`config.mk`:
```
export PLATFORM = sky130hd
export DESIGN_NAME = osd_console
export DESIGN_NICKNAME = d
export VERILOG_FILES = /design/src/rtl/osd_pkg.sv /design/src/rtl/osd_cursor.sv /design/src/rtl/osd_console.sv
export SDC_FILE = /design/constraint.sdc
export NUM_CORES = 1
export LEC_CHECK = 0
export ABC_CLOCK_PERIOD_IN_PS = 2850
export BUFFER_PORTS_ARGS = -buffer_cell sky130_fd_sc_hd__buf_2
export CORE_AREA = 2 2 75 77
export DETAILED_ROUTE_END_ITERATION = 8
export DIE_AREA = 0 0 77 79
export GPL_TIMING_DRIVEN = 1
export PLACE_DENSITY_LB_ADDON = 0.15
export SYNTH_ARGS = -nofsm -noshare
export SYNTH_HDL_FRONTEND = slang
export SYNTH_SLANG_ARGS = --single-unit
```
`constraint.sdc`:
```
create_clock -name clk -period 2.85 [get_ports clk]
set_clock_uncertainty 0.1 [all_clocks]
set_input_delay 0.57 -clock clk [delete_from_list [all_inputs] [get_ports clk]]
set_output_delay 0.57 -clock clk [all_outputs]
set_load 0.02 [all_outputs]
```
`src/rtl/osd_pkg.sv`:
```
// Shared constants, control codes and state types for the on-screen-display text console.
package osd_pkg;

  localparam int COLS_DEF = 32;
  localparam int ROWS_DEF = 8;

  localparam logic [7:0] LF    = 8'h0A;
  localparam logic [7:0] CR    = 8'h0D;
  localparam logic [7:0] BS    = 8'h08;
  localparam logic [7:0] FF    = 8'h0C;
  localparam logic [7:0] SO    = 8'h0E;
  localparam logic [7:0] SI    = 8'h0F;
  localparam logic [7:0] SPACE = 8'h20;

  typedef enum logic [2:0] {
    IDLE,
    PUT,
    SCR_RD,
    SCR_WR,
    CLR_ROW,
    CLR_ALL
  } state_t;

  typedef enum logic [2:0] {
    CUR_NOP,
    CUR_ADV,
    CUR_LF,
    CUR_CR,
    CUR_BS,
    CUR_HOME
  } cur_cmd_t;

  // The buffer is 16 bits wide; even character indices live in the low byte.
  function automatic logic [1:0] lane_of(input logic addr_lsb);
    return addr_lsb ? 2'b10 : 2'b01;
  endfunction

  function automatic logic is_printable(input logic [7:0] b);
    return (b >= 8'h20) && (b <= 8'h7E);
  endfunction

endpackage

```
`src/rtl/osd_cursor.sv`:
```
// Text cursor: advance/wrap/LF/CR/BS/home, linear buffer index and scroll request.
module osd_cursor
  import osd_pkg::*;
#(
  parameter int COLS = COLS_DEF,
  parameter int ROWS = ROWS_DEF
) (
  input  logic       clk,
  input  logic       reset_n,
  input  cur_cmd_t   cmd,
  output logic [4:0] cur_x,
  output logic [2:0] cur_y,
  output logic [7:0] index,
  output logic       scroll_req
);

  localparam logic [4:0] X_MAX      = 5'(COLS - 1);
  localparam logic [2:0] Y_MAX      = 3'(ROWS - 1);
  localparam logic [7:0] ROW_STRIDE = 8'(COLS);

  logic at_eol;
  logic at_bottom;

  assign at_eol    = (cur_x == X_MAX);
  assign at_bottom = (cur_y == Y_MAX);
  assign index     = (8'(cur_y) * ROW_STRIDE) + 8'(cur_x);

  // A line feed on the last row, explicit or from wrapping, needs the buffer moved up.
  assign scroll_req = at_bottom && ((cmd == CUR_LF) || ((cmd == CUR_ADV) && at_eol));

  always_ff @(posedge clk) begin
    if (!reset_n) begin
      cur_x <= '0;
      cur_y <= '0;
    end else begin
      case (cmd)
        CUR_ADV: begin
          if (at_eol) begin
            cur_x <= '0;
            if (!at_bottom) cur_y <= cur_y + 3'd1;
          end else begin
            cur_x <= cur_x + 5'd1;
          end
        end
        CUR_LF: begin
          if (at_bottom) cur_x <= '0;
          else           cur_y <= cur_y + 3'd1;
        end
        CUR_CR: cur_x <= '0;
        CUR_BS: begin
          if (cur_x != 5'd0) cur_x <= cur_x - 5'd1;
        end
        CUR_HOME: begin
          cur_x <= '0;
          cur_y <= '0;
        end
        default: ;
      endcase
    end
  end

endmodule

```
`src/rtl/osd_console.sv`:
```
// Byte-stream text console writing a COLS x ROWS character buffer, with
// inverse video, clear-screen and read/write scrolling of the whole buffer.
module osd_console
  import osd_pkg::*;
#(
  parameter int COLS = COLS_DEF,
  parameter int ROWS = ROWS_DEF
) (
  input  logic        clk,
  input  logic        reset_n,
  input  logic [7:0]  in_data,
  input  logic        in_valid,
  output logic        in_ready,
  output logic [7:0]  osd_addr,
  output logic [15:0] osd_data,
  output logic [1:0]  osd_wren,
  output logic        osd_rden,
  input  logic [15:0] osd_q,
  output logic [4:0]  cur_x,
  output logic [2:0]  cur_y,
  output logic        busy
);

  localparam logic [7:0] ROW_STRIDE = 8'(COLS);
  localparam logic [7:0] LAST_MOVE  = 8'(COLS * (ROWS - 1) - 1);
  localparam logic [7:0] LAST_INDEX = 8'(COLS * ROWS - 1);

  state_t      state;
  cur_cmd_t    cur_cmd;
  logic        inv;
  logic        rd_lane;
  logic        accept;
  logic        printable;
  logic        scroll_req;
  logic [7:0]  idx;
  logic [7:0]  cur_index;
  logic [7:0]  rd_byte;
  logic [15:0] data_reg;

  assign in_ready  = (state == IDLE);
  assign busy      = ~in_ready;
  assign accept    = in_valid & in_ready;
  assign printable = is_printable(in_data);

  // Read data only arrives in the write cycle, so the scroll path bypasses data_reg.
  assign rd_byte  = rd_lane ? osd_q[15:8] : osd_q[7:0];
  assign osd_data = (state == SCR_WR) ? {rd_byte, rd_byte} : data_reg;

  always_comb begin
    cur_cmd = CUR_NOP;
    case (state)
      IDLE: begin
        if (accept) begin
          case (in_data)
            LF:      cur_cmd = CUR_LF;
            CR:      cur_cmd = CUR_CR;
            BS:      cur_cmd = CUR_BS;
            default: cur_cmd = CUR_NOP;
          endcase
        end
      end
      PUT:     cur_cmd = CUR_ADV;
      CLR_ALL: if (osd_addr == LAST_INDEX) cur_cmd = CUR_HOME;
      default: cur_cmd = CUR_NOP;
    endcase
  end

  osd_cursor #(
    .COLS(COLS),
    .ROWS(ROWS)
  ) u_cursor (
    .clk       (clk),
    .reset_n   (reset_n),
    .cmd       (cur_cmd),
    .cur_x     (cur_x),
    .cur_y     (cur_y),
    .index     (cur_index),
    .scroll_req(scroll_req)
  );

  always_ff @(posedge clk) begin
    if (!reset_n) begin
      state    <= IDLE;
      osd_addr <= '0;
      osd_wren <= '0;
      osd_rden <= 1'b0;
      data_reg <= '0;
      inv      <= 1'b0;
      idx      <= '0;
      rd_lane  <= 1'b0;
    end else if (scroll_req) begin
      // Scroll starts with the read of the first character on row 1.
      state    <= SCR_RD;
      idx      <= '0;
      osd_addr <= ROW_STRIDE;
      osd_rden <= 1'b1;
      osd_wren <= '0;
    end else begin
      case (state)
        IDLE: begin
          osd_wren <= '0;
          osd_rden <= 1'b0;
          if (accept) begin
            if (printable) begin
              state    <= PUT;
              osd_addr <= cur_index;
              data_reg <= {2{inv, in_data[6:0]}};
              osd_wren <= lane_of(cur_index[0]);
            end else if (in_data == SO) begin
              inv <= 1'b1;
            end else if (in_data == SI) begin
              inv <= 1'b0;
            end else if (in_data == FF) begin
              state    <= CLR_ALL;
              osd_addr <= '0;
              data_reg <= {SPACE, SPACE};
              osd_wren <= lane_of(1'b0);
            end
          end
        end
        PUT: begin
          state    <= IDLE;
          osd_wren <= '0;
        end
        SCR_RD: begin
          state    <= SCR_WR;
          osd_rden <= 1'b0;
          rd_lane  <= osd_addr[0];
          osd_addr <= idx;
          osd_wren <= lane_of(idx[0]);
        end
        SCR_WR: begin
          if (idx == LAST_MOVE) begin
            state    <= CLR_ROW;
            osd_addr <= idx + 8'd1;
            osd_wren <= lane_of(~idx[0]);
            data_reg <= {SPACE, SPACE};
          end else begin
            state    <= SCR_RD;
            idx      <= idx + 8'd1;
            osd_addr <= idx + ROW_STRIDE + 8'd1;
            osd_rden <= 1'b1;
            osd_wren <= '0;
          end
        end
        CLR_ROW, CLR_ALL: begin
          if (osd_addr == LAST_INDEX) begin
            state    <= IDLE;
            osd_wren <= '0;
          end else begin
            osd_addr <= osd_addr + 8'd1;
            osd_wren <= lane_of(~osd_addr[0]);
          end
        end
        default: begin
          state    <= IDLE;
          osd_wren <= '0;
          osd_rden <= 1'b0;
        end
      endcase
    end
  end

endmodule

```
==> flow_summary.yaml, run 1 <==
run_status:
  status: "completed"
clock_tree:
  cts_resized: 0
  htreeDepth: 2
  clock-sinks: 40
  clk_pin_slew_ns: 0.07
  cts-buffers-inserted: 5
  cts_tree: "yes"
  hold_buffers: 0
  clk_latency_ns: 0.30
  postCtsSetupRepairBufs: 0
  clockBufferDepth: 2
  cts_root_buffer: "clkbuf_8"
route:
  drt_iter0_drc: 224
  vias: 2894
  drt_first_pass_iters: 5
  viasPerCell: 6.029
  drc_errors: 0
  wl_per_cell_um: 15.73
  drt_wl_total_um: 7552
  final_antenna_net_count: 0
synthesis:
  synth_area_leaders: "dfxtp_1, mux2i_1, nand2_1"
  synth_top_area_share_pct: 28.46
  syn_inst: 356
  yosys-top-cells-count: "nand2_1, dfxtp_1, o21ai_0"
  synth_flop_cell: "dfxtp_1"
  yosysSeqAreaShare_pct: 28.46
  syn_nets: 390
  ys_types: 58
  synth_edf_count: 0
  ys_ff_latch: 40
  synth_top_area_cell: "dfxtp_1"
  syn-cell-area_um2: 2814
  synth_warnings: 0
  syn_avg_cell_area_um2: 7.904
  async_flop_share_pct: 0
  synth_most_common_cell: "nand2_1"
die:
  die_y_um: 79
  start_util_pct: 52.72
  placementRows: 27
  die_w_um: 77
  coreArea_um2: 5338
  die_area_um2: 6083
  ios: 64
setup_path:
  critPathMaxStageDelay_ns: 0.78
  cp-end-kind: "primary output"
  crit_path_top_delay_cell: "dfxtp_1"
  path_cells: "nand3b_1 > buf_4 > o21ai_0 > buf_2"
  crit_required_ns: 2.18
  cp-start-kind: "flop"
  cp_max_fo: 21
  worstSetupPathType: "reg -> out"
  cp.arrival_ns: 1.90
timing:
  rsz0062_at_grt: "false"
  final.setup.tns_ns: 0
  whs_ns: 0.3607
  fmax_ghz: 0.3897
  worst_pin_slew_ns: 0.7353
  slew_viol_final: 0
  timing.final.crit_period_ns: 2.566
  max-slew-margin-rel_pct: 50.60
  setup_viol: 0
  hold_violations: 0
  period_share_pct: 90.05
finish:
  fin_nets: 442
  final_core_util_pct: 60.69
  area_growth_pct: 15.12
  antenna_cells: 0
  drive_gt1_share_pct: 22.79
power_and_ir_drop:
  power_density_nw_per_um2: 342.9
  ir_drop_mv: 0.1855
  p_total_mw: 1.111
  leakagePower_nw: 1.326
global_routing:
  grt_pass1_vias: 2545
  antenna_found_initial: 0
  grt_usage_pct: 24.77
  grt_max_degree: 22
  grt_overflow: 0
  grt_pass1_wl_um: 12190
job:
  cap_violations: 0
placement:
  place_congestion: 0.9465
  io_buffers: 63
  dpl.hpwl_um: 5615
worst_hold_path:
  hold_path.class: "reg -> reg"
==> critical path, delay by kind of cell, from the launching register on <==
family / cells / cell delay [ns]
buffers and inverters: 2 / 0.42
DFF: 1 / 0.78
and+or+nand+nor: 1 / 0.18
AOI/OAI and AO/OA: 1 / 0.21
==> layout make-up <==
| cell class | instances | area [µm²] |
|---|---|---|
| Clock buffer | 6 | 72.57 |
| Clock inverter | 1 | 5.005 |
| Tap cell | 72 | 90.09 |
| Multi-Input combinational cell | 274 | 1817 |
| Fill cell | 501 | 2098 |
| Inverter | 11 | 41.29 |
| Timing Repair Buffer | 76 | 412.9 |
| Sequential cell | 40 | 800.8 |
==> path summary, 6_finish.rpt <==
path                            slack, ns  cells after the start                             end                 startpoint
worst min register to register       0.36                      2       data_reg[10]$_SDFFE_PN0P_  data_reg[10]$_SDFFE_PN0P_
worst max register to register       0.36                      5  u_cursor.cur_x[2]$_SDFFE_PN0P_      state[0]$_SDFFE_PP0P_
worst min-delay path                 0.36                      2       data_reg[10]$_SDFFE_PN0P_  data_reg[10]$_SDFFE_PN0P_
worst max-delay path                 0.28                      4                    osd_data[15]      state[0]$_SDFFE_PP0P_
==> logic make-up after synthesis <==
family	Yosys count	synth area share, %
AOI/OAI and AO/OA	83	21.74
xor gates and xnor gates	17	5.291
adders and majority gates	7	3.112
buffers and inverters	42	6.981
DFF	40	28.46
muxes	21	7.514
and+or+nand+nor	146	26.90
==> routing by layer <==
| layer | vias up | share of wire [%] | global-route usage (%) |
|---|---|---|---|
| li1 | 1406 | - | - |
| met1 | 1340 | 45 | 33.57 |
| met2 | 130 | 46 | 40.70 |
| met3 | 18 | 7.1 | 3.523 |
| met4 | 0 | 1.7 | 8.393 |
| met5 | - | 0 | 0 |
==> per-stage QoR <==
stage               setup WS (ns)  cells  area [µm²]
floorplan                  0.3793    356        2814
global placement           0.3636    473        3162
detailed placement         0.2737    473        3162
CTS                        0.2852    480        3239
global route               0.1153    480        3239
finish                     0.2836    480        3239
==> placed cells by master, fill, tap and decap left out, drive strengths merged, types with 3 or more instances in the layout <==
cell    instances
o21ai          21
nand2          48
mux2i          20
or3             4
o21a            3
dfxtp          40
buf            76
a21oi          15
nand3          18
nor2           20
nor2b           3
xor2            8
inv            11
nand4          10
and3            3
nor3b           4
nand3b          4
nor3           17
o211ai          4
a221oi          3
clkbuf          6
a211oi          6
ha              7
a22oi           5
o32ai           5
xnor2           9
==> power breakdown <==
part | switching (mW) | total (mW) | internal, mW
clock | 0.199 | 0.366 | 0.167
combinational | 0.0942 | 0.162 | 0.0676
sequential | 0.0141 | 0.583 | 0.569
total | 0.308 | 1.11 | 0.803
Note: power is estimated with default switching activity, not from simulation.
==> inputs of run 2 (changes only) <==
- ABC_CLOCK_PERIOD_IN_PS: 2850 -> 3100
- SYNTH_HIERARCHICAL: unset -> 1
- clock period: 2.85 -> 3.1 ns (I/O delays scaled with it)
==> flow_summary.yaml, run 2 <==
run_status:
  status: "completed"
finish:
  fin_area_um2: 3445
  multiInputGateArea_um2: 1996
  layout_common_cells: "buf_2, dfxtp_1, nor2_1"
  register_area_um2: 800.8
  fillCellCount: 482
  final_common_cell: "buf_2"
  drive_gt1_share_pct: 25.82
  fin_nets: 461
  antenna_cells: 0
  area_growth_pct: 12.05
setup_path:
  crit_required_ns: 3.23
  cp_max_fo: 16
  worstSetupPathType: "reg -> reg"
  cp-end-kind: "flop"
  cp.arrival_ns: 3.10
  cp-start-kind: "flop"
global_routing:
  grt_usage_pct: 27.50
  antenna_found_initial: 0
  grt_pass1_vias: 2799
  grt_pass1_wl_um: 13730
  grt_max_degree: 27
  grt_overflow: 0
die:
  die_w_um: 77
  die_area_um2: 6083
  start_util_pct: 57.59
  die_y_um: 79
  placementRows: 27
  coreArea_um2: 5338
  ios: 64
timing:
  slew_viol_final: 0
  rsz0062_at_grt: "false"
  max-slew-margin-rel_pct: 59.76
  timing.final.crit_period_ns: 2.968
  hold_violations: 0
  worst_slack_ns: 0.1316
  final.setup.tns_ns: 0
  fmax_ghz: 0.3369
  period_share_pct: 95.75
  worst_pin_slew_ns: 0.6018
  setup_viol: 0
route:
  drt_iter0_drc: 303
  drc_errors: 0
  drt_wl_total_um: 8043
  viasPerCell: 6.161
  wl_per_cell_um: 16.15
  vias: 3068
  drt_first_pass_iters: 5
  final_antenna_net_count: 0
clock_tree:
  clockBufferDepth: 2
  hold_buffers: 0
  cts-buffers-inserted: 5
  cts_tree: "yes"
  clock-sinks: 40
  cts_root_buffer: "clkbuf_8"
  clk_latency_ns: 0.30
  clk_pin_slew_ns: 0.08
  postCtsSetupRepairBufs: 0
  htreeDepth: 2
  cts_resized: 0
power_and_ir_drop:
  seqPwrFrac_pct: 45.8
  p_total_mw: 1.224
  intPower_uw: 864.0
  p_clk_share_pct: 34.8
  leakagePower_nw: 1.361
  power.share.combinational_pct: 19.4
  swShare_pct: 29.44
  ir_drop_mv: 0.3115
  p_sw_uw: 360.5
  power_density_nw_per_um2: 355.5
job:
  cap_violations: 0
synthesis:
  syn_avg_cell_area_um2: 8.069
  syn-cell-area_um2: 3074
  syn_inst: 381
  async_flop_share_pct: 0
  synth_flop_cell: "dfxtp_1"
  synth_most_common_cell: "dfxtp_1"
  yosysSeqAreaShare_pct: 26.05
  ys_types: 75
  yosys-top-cells-count: "dfxtp_1, nor2_1, o21ai_0"
  ys_ff_latch: 40
  synth_top_area_share_pct: 26.05
  synth_warnings: 6
  syn_nets: 417
  synth_edf_count: 0
  synth_top_area_cell: "dfxtp_1"
  synth_area_leaders: "dfxtp_1, mux2i_1, o21ai_0"
placement:
  place_congestion: 0.9101
  io_buffers: 63
  dpl-instance-area_um2: 3337
  dpl.hpwl_um: 5840
  dpl_worst_slack_ns: 0.1428
worst_hold_path:
  hold_path.class: "reg -> reg"
-- run 2: layer usage --
layer / routed length [µm] / vias up / GRT usage, % / share of wire [%]
met5: 0 / - / 0 / 0
met4: 95 / 0 / 7.321 / 1.2
met3: 560 / 10 / 5.000 / 7.0
met2: 3635 / 132 / 44.47 / 45
met1: 3751 / 1447 / 37.96 / 47
li1: - / 1479 / - / -
-- run 2: critical path: stages, from the launching register on --
cell and delay (ns):
dfxtp_1 0.39, ha_1 0.23, nand2_1 0.13, nor3_1 0.52, a32o_1 0.46, nand2b_1 0.16, a21oi_1 0.06, buf_4 0.21
or4_1 0.52, a21boi_1 0.13
-- run 2: path summary, 6_finish.rpt --
check | cells past startpoint | slack, ns | endpoint | startpoint
worst min-delay path | 2 | 0.39 | inv$_SDFFE_PN0P_ | inv$_SDFFE_PN0P_
worst min register to register | 2 | 0.39 | inv$_SDFFE_PN0P_ | inv$_SDFFE_PN0P_
worst max-delay path | 9 | 0.13 | inv$_SDFFE_PN0P_ | osd_addr[1]$_SDFFE_PP0P_
worst max register to register | 9 | 0.13 | inv$_SDFFE_PN0P_ | osd_addr[1]$_SDFFE_PP0P_
-- run 2: per-stage QoR --
step	std cells	hold WS, ns	util, %
after floorplan	381	0.3360	-
after global placement	490	0.3616	62.52
after detailed placement	490	0.3681	62.52
after CTS	498	0.3863	64.53
after global routing	498	0.4134	64.53
final	498	0.3910	64.53
-- run 2: layout make-up --
class	count	area share, %
timing repair buffer	76	11.99
sequential	40	23.25
multi-input combinational	292	57.94
clock inverter	2	1.017
tap	72	2.615
clock buffer	6	2.107
inverter	10	1.090
-- run 2: kinds of logic after synthesis --
logic type	Yosys count	synth area share (%)
xor gates and xnor gates	21	6.227
AOI/OAI and AO/OA	109	25.36
muxes	15	4.925
adders and majority gates	9	3.663
DFF	40	26.05
buffers and inverters	49	9.036
and+or+nand+nor	138	24.75
-- run 2: power groups by stage --
stage	registers, mW	clock network (mW)	logic, mW
after CTS	0.560	0.433	0.234
after global placement	0.571	0	0.231
after global routing	0.563	0.454	0.260
final	0.561	0.426	0.237
after floorplan	0.583	0	0.149
after detailed placement	0.572	0	0.234
==> inputs of run 3 (changes only) <==
- ABC_AREA: unset -> 1
==> flow_summary.yaml, run 3 <==
timing:
  period_share_pct: 82.75
  hold_violations: 0
  rsz0062_at_grt: "false"
  worst_pin_slew_ns: 0.5389
  final.setup.tns_ns: 0
  timing.final.crit_period_ns: 2.565
  setup_viol: 0
  fmax_ghz: 0.3898
  max-slew-margin-rel_pct: 63.81
  whs_ns: 0.3806
  slew_viol_final: 0
  worst_slack_ns: 0.5348
global_routing:
  grt_pass1_vias: 2933
  grt_max_degree: 25
  grt_overflow: 0
  antenna_found_initial: 0
  grt_pass1_wl_um: 12910
  grt_usage_pct: 26.00
finish:
  fin_nets: 613
  stdcell_count: 650
  area_growth_pct: 12.43
  drive_gt1_share_pct: 19.03
  layout_common_cells: "nand2_1, nor2_1, buf_2"
  final_common_cell: "nand2_1"
  antenna_cells: 0
placement:
  dpl_worst_slack_ns: 0.3635
  dpl.hpwl_um: 6016
  io_buffers: 63
  place_congestion: 0.8942
  dp_cells: 642
synthesis:
  synth_top_area_share_pct: 26.01
  yosys-top-cells-count: "nand2_1, nor2_1, inv_1"
  ys_types: 37
  yosysSeqAreaShare_pct: 26.01
  synth_warnings: 6
  syn-cell-area_um2: 3079
  syn_nets: 561
  synth_edf_count: 0
  ys_ff_latch: 40
  syn_avg_cell_area_um2: 5.865
  syn_inst: 525
  synth_top_area_cell: "dfxtp_1"
  synth_flop_cell: "dfxtp_1"
  async_flop_share_pct: 0
  synth_most_common_cell: "nand2_1"
  synth_area_leaders: "dfxtp_1, nand2_1, nor2_1"
die:
  die_area_um2: 6083
  die_w_um: 77
  start_util_pct: 57.69
  die_y_um: 79
  coreArea_um2: 5338
  ios: 64
  placementRows: 27
clock_tree:
  postCtsSetupRepairBufs: 0
  clk_pin_slew_ns: 0.08
  clock-sinks: 40
  htreeDepth: 2
  cts_root_buffer: "clkbuf_8"
  clk_latency_ns: 0.30
  hold_buffers: 0
  cts-buffers-inserted: 5
  cts_resized: 0
  cts_tree: "yes"
  clockBufferDepth: 2
setup_path:
  cp-end-kind: "flop"
  worstSetupPathType: "reg -> reg"
  cp_max_fo: 12
  cp-start-kind: "flop"
  crit_required_ns: 3.24
  cp.arrival_ns: 2.70
route:
  vias: 3378
  drt_first_pass_iters: 6
  drc_errors: 0
  viasPerCell: 5.197
  drt_iter0_drc: 253
  drt_wl_total_um: 7692
  final_antenna_net_count: 0
  wl_per_cell_um: 11.83
run_status:
  status: "completed"
power_and_ir_drop:
  p_total_mw: 2.674
  leakagePower_nw: 1.786
  ir_drop_mv: 0.4790
  power_density_nw_per_um2: 772.5
job:
  cap_violations: 0
worst_hold_path:
  hold_path.class: "reg -> reg"
[run 3: final timing paths]
kind / start / end / slack, ns / cells past startpoint
worst min-delay path: data_reg[7]$_SDFFE_PN0P_ / data_reg[7]$_SDFFE_PN0P_ / 0.38 / 2
worst min register to register: data_reg[7]$_SDFFE_PN0P_ / data_reg[7]$_SDFFE_PN0P_ / 0.38 / 2
worst max-delay path: state[2]$_SDFFE_PP0P_ / idx[5]$_SDFFE_PP0P_ / 0.53 / 14
worst max register to register: state[2]$_SDFFE_PP0P_ / idx[5]$_SDFFE_PP0P_ / 0.53 / 14
[run 3: kinds of logic after synthesis]
| group | Yosys count | share of synthesized area [%] |
|---|---|---|
| AOI/OAI and AO/OA | 55 | 10.40 |
| xor gates and xnor gates | 2 | 0.5690 |
| adders and majority gates | 9 | 3.657 |
| buffers and inverters | 83 | 12.64 |
| DFF | 40 | 26.01 |
| and+or+nand+nor | 336 | 46.73 |
[run 3: final cells by class]
class	instances	area [µm²]
Sequential cell	40	800.8
Clock inverter	1	7.507
Fill cell	541	1876
Multi-Input combinational cell	402	1889
Inverter	58	220.2
Clock buffer	7	86.33
Timing Repair Buffer	70	367.9
Tap cell	72	90.09
[run 3: routing by layer]
| layer | part of all wire [%] | track usage, % |
|---|---|---|
| met5 | 0 | 0 |
| met4 | 1.8 | 8.393 |
| met3 | 5.4 | 4.545 |
| met2 | 46 | 45.53 |
| met1 | 46 | 32.62 |
[run 3: per-stage QoR]
| step | instance area (µm²) | utilization [%] |
|---|---|---|
| after floorplan | 3079 | - |
| after detailed placement | 3368 | 63.10 |
| after CTS | 3462 | 64.86 |
| after global placement | 3368 | 63.10 |
| final | 3462 | 64.86 |
| after global routing | 3462 | 64.86 |
[run 3: report_power, final]
group / switching, mW / internal [mW] / total [mW] / leakage [nW]
Combinational: 0.980 / 0.507 / 1.49 / 1.42
Sequential: 0.161 / 0.655 / 0.817 / 0.327
Clock: 0.190 / 0.181 / 0.371 / 0.0445
[run 3: worst max-delay path: stages, from the launching register on]
cell and delay [ns]:
dfxtp_1 0.40, nor2_2 0.17, inv_2 0.05, nor2_2 0.09, nand2_1 0.13, o41ai_1 0.30
buf_4 0.19, nor2_1 0.07, a31oi_1 0.16, nor2_1 0.08, buf_4 0.16, nor2_1 0.14
buf_4 0.21, o21ai_0 0.11, a31oi_1 0.14
